==> src/rtl/dmem_ctrl.sv <==
// dmem_ctrl: MEM-stage data-memory responder for the RV32I pipeline.
// Drives a single-port synchronous SRAM with WAIT_STATES extra cycles,
// stalls the pipeline until completion and returns aligned, extended load data.
// Optional feature macro: DMEM_MISALIGN_TRAP_EN -- when defined, misaligned
// half/word requests skip the SRAM and complete next cycle with misalign=1;
// when undefined, misaligned low address bits are ignored and misalign is 0.
module dmem_ctrl #(
  parameter int unsigned ADDR_WIDTH  = 12,
  parameter int unsigned WAIT_STATES = 1
) (
  input  logic                  clk,
  input  logic                  rst,
  input  logic                  req_en,
  input  logic                  req_wr,
  input  logic [3:0]            req_byte,
  input  logic                  req_unsigned,
  input  logic [31:0]           req_addr,
  input  logic [31:0]           req_wdata,
  output logic                  stall,
  output logic                  rsp_valid,
  output logic [31:0]           rsp_rdata,
  output logic                  misalign,
  output logic                  sram_ce,
  output logic                  sram_we,
  output logic [3:0]            sram_be,
  output logic [ADDR_WIDTH-1:0] sram_addr,
  output logic [31:0]           sram_wdata,
  input  logic [31:0]           sram_rdata
);

  localparam int unsigned CNT_W = 4;
  localparam logic [CNT_W-1:0] CNT_INIT =
    (WAIT_STATES == 0) ? '0 : CNT_W'(WAIT_STATES - 32'd1);

  typedef enum logic [1:0] {IDLE, ACCESS, WAIT, DONE} state_e;
  typedef enum logic [1:0] {SZ_BYTE, SZ_HALF, SZ_WORD} size_e;

  state_e                  state_q, state_d;
  logic [CNT_W-1:0]        cnt_q, cnt_d;
  size_e                   size_q, size_d;
  logic [1:0]              off_q, off_d;
  logic                    wr_q, wr_d;
  logic                    uns_q, uns_d;
  logic                    misal_q, misal_d;
  logic [31:0]             rdata_q, rdata_d;
  logic                    rsp_valid_q, rsp_valid_d;
  logic                    misalign_q, misalign_d;
  logic                    sram_ce_q, sram_ce_d;
  logic                    sram_we_q, sram_we_d;
  logic [3:0]              sram_be_q, sram_be_d;
  logic [ADDR_WIDTH-1:0]   sram_addr_q, sram_addr_d;
  logic [31:0]             sram_wdata_q, sram_wdata_d;

  size_e       req_size_c;
  logic [1:0]  req_off_c;
  logic [3:0]  req_be_c;
  logic [31:0] req_wdata_sh_c;
  logic        req_misal_c;
  logic [31:0] ld_shift_c;
  logic [31:0] ld_data_c;

  // Upper byte-address bits beyond the SRAM depth are intentionally dropped.
  logic unused_addr_hi;
  assign unused_addr_hi = ^req_addr[31:ADDR_WIDTH+2];

  // Decode the incoming request: size, effective lane offset, lane mask, shifted data.
  always_comb begin
    req_size_c = SZ_WORD;
    req_off_c  = 2'd0;
    req_be_c   = 4'b1111;
    case (req_byte)
      4'b0001: begin
        req_size_c = SZ_BYTE;
        req_off_c  = req_addr[1:0];
        req_be_c   = 4'b0001 << req_off_c;
      end
      4'b0011: begin
        req_size_c = SZ_HALF;
        req_off_c  = {req_addr[1], 1'b0};
        req_be_c   = 4'b0011 << req_off_c;
      end
      default: ;
    endcase
    req_wdata_sh_c = req_wdata << {req_off_c, 3'b000};
`ifdef DMEM_MISALIGN_TRAP_EN
    req_misal_c = ((req_size_c == SZ_HALF) && req_addr[0]) ||
                  ((req_size_c == SZ_WORD) && (req_addr[1:0] != 2'd0));
`else
    req_misal_c = 1'b0;
`endif
  end

  // Align SRAM read data to bit 0 and extend to 32 bits.
  always_comb begin
    ld_shift_c = sram_rdata >> {off_q, 3'b000};
    case (size_q)
      SZ_BYTE: ld_data_c = {{24{ld_shift_c[7] & ~uns_q}}, ld_shift_c[7:0]};
      SZ_HALF: ld_data_c = {{16{ld_shift_c[15] & ~uns_q}}, ld_shift_c[15:0]};
      default: ld_data_c = ld_shift_c;
    endcase
  end

  // Response data: live in DONE, held afterwards until the next completion.
  always_comb begin
    rsp_rdata = rdata_q;
    if (state_q == DONE) begin
      rsp_rdata = (wr_q || misal_q) ? 32'd0 : ld_data_c;
    end
  end

  // Pipeline hold: from request acceptance until the completing cycle.
  assign stall = ~rst & (((state_q == IDLE) & req_en) |
                         (state_q == ACCESS) | (state_q == WAIT));

  // Next-state and registered-output logic.
  always_comb begin
    state_d      = state_q;
    cnt_d        = cnt_q;
    size_d       = size_q;
    off_d        = off_q;
    wr_d         = wr_q;
    uns_d        = uns_q;
    misal_d      = misal_q;
    rdata_d      = rdata_q;
    rsp_valid_d  = 1'b0;
    misalign_d   = 1'b0;
    sram_ce_d    = 1'b0;
    sram_we_d    = 1'b0;
    sram_be_d    = sram_be_q;
    sram_addr_d  = sram_addr_q;
    sram_wdata_d = sram_wdata_q;
    case (state_q)
      IDLE: begin
        if (req_en) begin
          size_d  = req_size_c;
          off_d   = req_off_c;
          wr_d    = req_wr;
          uns_d   = req_unsigned;
          misal_d = req_misal_c;
          if (req_misal_c) begin
            state_d     = DONE;
            rsp_valid_d = 1'b1;
            misalign_d  = 1'b1;
          end else begin
            state_d      = ACCESS;
            sram_ce_d    = 1'b1;
            sram_we_d    = req_wr;
            sram_be_d    = req_be_c;
            sram_addr_d  = req_addr[ADDR_WIDTH+1:2];
            sram_wdata_d = req_wdata_sh_c;
          end
        end
      end
      ACCESS: begin
        if (WAIT_STATES == 0) begin
          state_d     = DONE;
          rsp_valid_d = 1'b1;
        end else begin
          cnt_d   = CNT_INIT;
          state_d = WAIT;
        end
      end
      WAIT: begin
        if (cnt_q == '0) begin
          state_d     = DONE;
          rsp_valid_d = 1'b1;
        end else begin
          cnt_d = cnt_q - CNT_W'(1);
        end
      end
      DONE: begin
        rdata_d = rsp_rdata;
        state_d = IDLE;
      end
      default: state_d = IDLE;
    endcase
  end

  // State and output registers with synchronous reset.
  always_ff @(posedge clk) begin
    if (rst) begin
      state_q      <= IDLE;
      cnt_q        <= '0;
      size_q       <= SZ_WORD;
      off_q        <= '0;
      wr_q         <= 1'b0;
      uns_q        <= 1'b0;
      misal_q      <= 1'b0;
      rdata_q      <= '0;
      rsp_valid_q  <= 1'b0;
      misalign_q   <= 1'b0;
      sram_ce_q    <= 1'b0;
      sram_we_q    <= 1'b0;
      sram_be_q    <= '0;
      sram_addr_q  <= '0;
      sram_wdata_q <= '0;
    end else begin
      state_q      <= state_d;
      cnt_q        <= cnt_d;
      size_q       <= size_d;
      off_q        <= off_d;
      wr_q         <= wr_d;
      uns_q        <= uns_d;
      misal_q      <= misal_d;
      rdata_q      <= rdata_d;
      rsp_valid_q  <= rsp_valid_d;
      misalign_q   <= misalign_d;
      sram_ce_q    <= sram_ce_d;
      sram_we_q    <= sram_we_d;
      sram_be_q    <= sram_be_d;
      sram_addr_q  <= sram_addr_d;
      sram_wdata_q <= sram_wdata_d;
    end
  end

  assign rsp_valid  = rsp_valid_q;
  assign misalign   = misalign_q;
  assign sram_ce    = sram_ce_q;
  assign sram_we    = sram_we_q;
  assign sram_be    = sram_be_q;
  assign sram_addr  = sram_addr_q;
  assign sram_wdata = sram_wdata_q;

endmodule

==> config.mk <==
export PLATFORM = sky130hd
export DESIGN_NAME = dmem_ctrl
export DESIGN_NICKNAME = d
export VERILOG_FILES = /design/src/rtl/dmem_ctrl.sv
export SDC_FILE = /design/constraint.sdc
export NUM_CORES = 1
export LEC_CHECK = 0
export CORE_MARGIN = 2
export CORE_UTILIZATION = 43
export DETAILED_ROUTE_END_ITERATION = 12
export GPL_ROUTABILITY_DRIVEN = 0
export PLACE_DENSITY = 0.8
export SLEW_MARGIN = 20
export SYNTH_ARGS = -nofsm -noshare
export SYNTH_HDL_FRONTEND = slang
export SYNTH_SLANG_ARGS = --single-unit
export TNS_END_PERCENT = 50
==> constraint.sdc <==
create_clock -name clk -period 2 [get_ports clk]
set_input_delay 0.4 -clock clk [delete_from_list [all_inputs] [get_ports clk]]
set_output_delay 0.4 -clock clk [all_outputs]
set_load 0.02 [all_outputs]
==> flow_metrics.py <==
metrics = {
    "cts": {
        "clock_pin_slew_reported_for_the_worst_setup_and_hold_paths_after_clock_tree_synthesis_ns": 0.09,
        "ctsRootBufferMaster": "sky130_fd_sc_hd__clkbuf_8",
        "htreeDepth": 3,
        "tritoncts.num_buffers": 9,
        "clock_latency_ns": 0.35,
        "clk_path_buf_depth": 2,
        "clock-sinks": 95,
        "cts_hold_repair.buffers": 0,
        "tritoncts": "built",
    },
    "cells_and_area": {
        "layout.cell_area.non_filler_sq_um": 7740,
        "fin_nets": 850,
        "drive_gt1_share_pct": 31.6,
        "n_antenna_cell": 0,
        "area.growth.synth_to_final_pct": 68.4,
    },
    "floorplanning": {
        "floorplan.initialDensity_pct": 44.3,
        "die_width_um": 107,
        "rows": 37,
        "die_area_sq_um": 11500,
        "fp.dieH_um": 107,
        "coreArea_sq_um": 10400,
        "boundaryPins": 190,
    },
    "route": {
        "dr.first_iter.drc_count": 273,
        "detail_route.drc_violations": 0,
        "drt-vias-per-instance": 5.66,
        "residual_antenna_violating_net_count_after_detailed_routing": 0,
        "via_count": 4973,
        "detail_route.wl_per_cell_um": 19.3,
        "detail_route.wirelength_um": 16900,
        "iteration_count_of_the_initial_detailed_routing_pass": 5,
    },
    "global_route": {
        "vias_in_the_first_global_route": 4985,
        "grt_start_max_net_pins": 39,
        "initial_antenna_violation_count": 0,
        "groute.usage.overall_pct": 27.1,
        "global_route_wire_length_before_repair_um": 24900,
        "globalRoute.totalOverflow": 0,
    },
    "power": {
        "leakagePower_nw": 3.14,
        "p_int_mw": 4.58,
        "power.share.sequential_pct": 33.2,
        "share_clk_of_total_power_pct": 21.6,
        "switching_share_pct": 35.0,
        "p_total_mw": 7.04,
        "power_density_nw_per_um2": 910,
        "power.share.combinational_pct": 45.2,
        "net-switching-power_mw": 2.47,
        "peakVddDrop_mv": 0.539,
    },
    "logic_synthesis": {
        "synth_edf_count": 0,
        "post_syn_instances": 504,
        "ys_dominant_reg_cell": "sky130_fd_sc_hd__dfxtp_1",
        "synth.net_count": 615,
        "ys_async_sr_fraction_pct": 0,
        "synthDistinctLibCells": 54,
        "synth_area_sq_um": 4600,
        "ys_seq_elements": 95,
        "yosys_warnings": 0,
        "synth_seq_area_share_pct": 41.4,
        "post_synth.cell_area_avg_sq_um": 9.12,
    },
    "place": {
        "pre_cts_ws_ns": -0.832,
        "dpl.hpwl_um": 11300,
        "postPlaceCellArea_sq_um": 6900,
        "port-buffer-count": 170,
    },
    "sta": {
        "tightest_slew_ns": 0.586,
        "worst_slew_margin_rel_pct": 60.9,
        "hold_viol_final": 0,
        "post-route-min-period_ns": 2.47,
        "fin_skew_ns": 0.00793,
        "slew_viols_final": 0,
        "finalWorstSetupSlack_ns": -0.465,
        "timing.setup.tns_ns": -11.12,
        "fmax_mhz": 406,
        "period_share_pct": 123,
        "unrepaired_setup_endpoints_after_global_routing": "true",
        "setup-violations-final": 32,
    },
    "setup_path": {
        "slowest_stage": "sky130_fd_sc_hd__mux4_2",
        "endpoint_kind": "output pin",
        "worst-path-max-fanout": 4,
        "timing.setup.critical_path_class": "reg2out",
        "cp.buffers_inverters": 3,
        "worst-endpoint-required_ns": 1.60,
        "crit_chain": "mux4_2 > nand2b_4 > o211ai_4 > buf_12 > clkbuf_16 > nand2_4 > buf_6",
        "cp.arrival_ns": 2.07,
        "family_with_the_most_delay_on_the_worst_path": "multiplexers",
        "crit_path_start_kind": "flop",
        "max_stage_delay_ns": 0.55,
    },
    "status": {
        "status": "finished, violations left",
        "failed_checks": "setup timing",
    },
    "worst_hold_path": {
        "hold_crit_class": "reg2reg",
    },
    "flow_run": {
        "max-cap-violations": 0,
    },
}
layout make-up:
type / instances / area, sq um
well taps: 136 / 170
fillers: 716 / 2630
clock inverters: 5 / 106
repair buffers: 267 / 2630
flip-flops and latches: 95 / 1910
inverters: 8 / 30.0
multi-input cells: 358 / 2760
clock buffers: 10 / 138
layout by cell type (no fill, tap or decap), types with 4 or more instances in the layout:
cell type	count
sky130_fd_sc_hd__nand2_2	6
sky130_fd_sc_hd__buf_4	83
sky130_fd_sc_hd__mux2_2	9
sky130_fd_sc_hd__mux2_4	8
sky130_fd_sc_hd__clkbuf_8	10
sky130_fd_sc_hd__nand3_1	12
sky130_fd_sc_hd__buf_6	27
sky130_fd_sc_hd__and2_1	8
sky130_fd_sc_hd__a311oi_1	6
sky130_fd_sc_hd__a22oi_2	7
sky130_fd_sc_hd__dlygate4sd2_1	4
sky130_fd_sc_hd__buf_12	9
sky130_fd_sc_hd__buf_2	6
sky130_fd_sc_hd__nand2_4	10
sky130_fd_sc_hd__a22oi_1	30
sky130_fd_sc_hd__a21oi_1	50
sky130_fd_sc_hd__dfxtp_1	91
sky130_fd_sc_hd__a221oi_1	8
sky130_fd_sc_hd__nor2b_1	6
sky130_fd_sc_hd__inv_1	5
sky130_fd_sc_hd__o2bb2ai_1	8
sky130_fd_sc_hd__a21bo_2	6
sky130_fd_sc_hd__clkdlybuf4s50_1	132
sky130_fd_sc_hd__a21boi_0	4
sky130_fd_sc_hd__o2bb2ai_2	6
sky130_fd_sc_hd__nor2_1	8
sky130_fd_sc_hd__o22ai_1	4
sky130_fd_sc_hd__a22o_1	9
sky130_fd_sc_hd__mux2i_1	20
sky130_fd_sc_hd__and3_1	6
sky130_fd_sc_hd__mux2i_2	4
sky130_fd_sc_hd__nor3_1	5
sky130_fd_sc_hd__nand2_1	52
sky130_fd_sc_hd__o21ai_0	14
sky130_fd_sc_hd__o21ai_1	4
per-stage QoR:
step                      hold slack (ns)  util, %  instances
after floorplan                     0.451        -        504
after global placement              0.438     66.5        844
after detailed placement            0.446     66.5        844
after CTS                           0.460     70.4        867
after global routing                0.485     74.7        879
final                               0.458     74.7        879
synthesized netlist by cell type (4+ instances only):
cell type / number / share of area [%]
sky130_fd_sc_hd__ha_1: 6 / 1.6
sky130_fd_sc_hd__a22o_1: 10 / 1.9
sky130_fd_sc_hd__o21ai_0: 14 / 1.5
sky130_fd_sc_hd__nor2_1: 9 / 0.73
sky130_fd_sc_hd__a21boi_0: 4 / 0.65
sky130_fd_sc_hd__and3_1: 6 / 0.82
sky130_fd_sc_hd__dfxtp_1: 95 / 41
sky130_fd_sc_hd__a22oi_1: 37 / 6.0
sky130_fd_sc_hd__buf_4: 6 / 0.98
sky130_fd_sc_hd__nor3_1: 6 / 0.65
sky130_fd_sc_hd__a311oi_1: 6 / 1.1
sky130_fd_sc_hd__a221oi_1: 8 / 1.5
sky130_fd_sc_hd__inv_1: 6 / 0.49
sky130_fd_sc_hd__nand2_1: 67 / 5.5
sky130_fd_sc_hd__buf_2: 16 / 1.7
sky130_fd_sc_hd__and2_1: 9 / 1.2
sky130_fd_sc_hd__o21ai_1: 4 / 0.44
sky130_fd_sc_hd__mux2i_1: 26 / 5.7
sky130_fd_sc_hd__a21oi_1: 51 / 5.6
sky130_fd_sc_hd__nand3_1: 14 / 1.5
sky130_fd_sc_hd__buf_6: 4 / 0.98
sky130_fd_sc_hd__o2bb2ai_1: 15 / 2.9
sky130_fd_sc_hd__nor2b_1: 7 / 0.95
sky130_fd_sc_hd__o22ai_1: 4 / 0.54
sky130_fd_sc_hd__a21bo_2: 6 / 1.3
sky130_fd_sc_hd__clkbuf_1: 14 / 1.1
sky130_fd_sc_hd__mux2_2: 17 / 4.2
tightest hold or removal path: cells and delay by family (launching register included):
family | cells | cell delay, ns
flops | 1 | 0.32
compound gates | 1 | 0.05
simple gates | 1 | 0.05
sequential cells by signal (all words and copies together) (netlist names):
signal and count:
sram_wdata 32, sram_ce 1, state_q 2, sram_we 1
wr_q 1, rdata_q 32, off_q 2, rsp_valid 1
uns_q 1, size_q 2, sram_be 4, cnt_q 4
sram_addr 12
cell families after synthesis:
kind of cell / count (synthesis) / share of synthesized area, %
buffers and inverters: 51 / 5.74
other: 1 / 0.0816
multiplexers: 44 / 10.3
flip-flops: 95 / 41.4
AND/OR/NAND/NOR: 133 / 14.7
AO/OA/AOI/OAI: 174 / 26.2
adder cells (fa/ha/maj): 6 / 1.63
power groups by stage:
stage	combinational (mW)	sequential [mW]	clock, mW
after floorplan	1.24	2.57	0
after global placement	2.84	2.34	0
after detailed placement	2.90	2.35	0
after CTS	2.95	2.31	1.55
after global routing	3.39	2.36	1.63
final	3.19	2.34	1.52
per-layer routing:
metal,share of wire [%],global-route usage [%]
met1,37,29.7
met2,50,48.5
met3,8.7,7.81
met4,4.3,11.6
met5,0,0
final timing paths:
path	cells after the start	endpoint	startpoint	slack, ns
setup / recovery	7	rsp_rdata[18]	off_q[1]	-0.47
hold / removal	2	sram_wdata[9]	sram_wdata[9]	0.46
setup reg to reg	8	rdata_q[18]	off_q[1]	0.01
hold reg to reg	2	sram_wdata[9]	sram_wdata[9]	0.46
what timing repair did:
| item | 4_1_cts | 5_1_grt |
|---|---|---|
| buffers inserted | 6 | 11 |
| cloned | 2 | 2 |
| endpoints found under the setup margin | 33 | 63 |
| hold endpoints to repair | 0 | 0 |
| pin swaps | 3 | 9 |
| gates resized for setup | 196 | 79 |
Power figures use the tool's default switching activity.
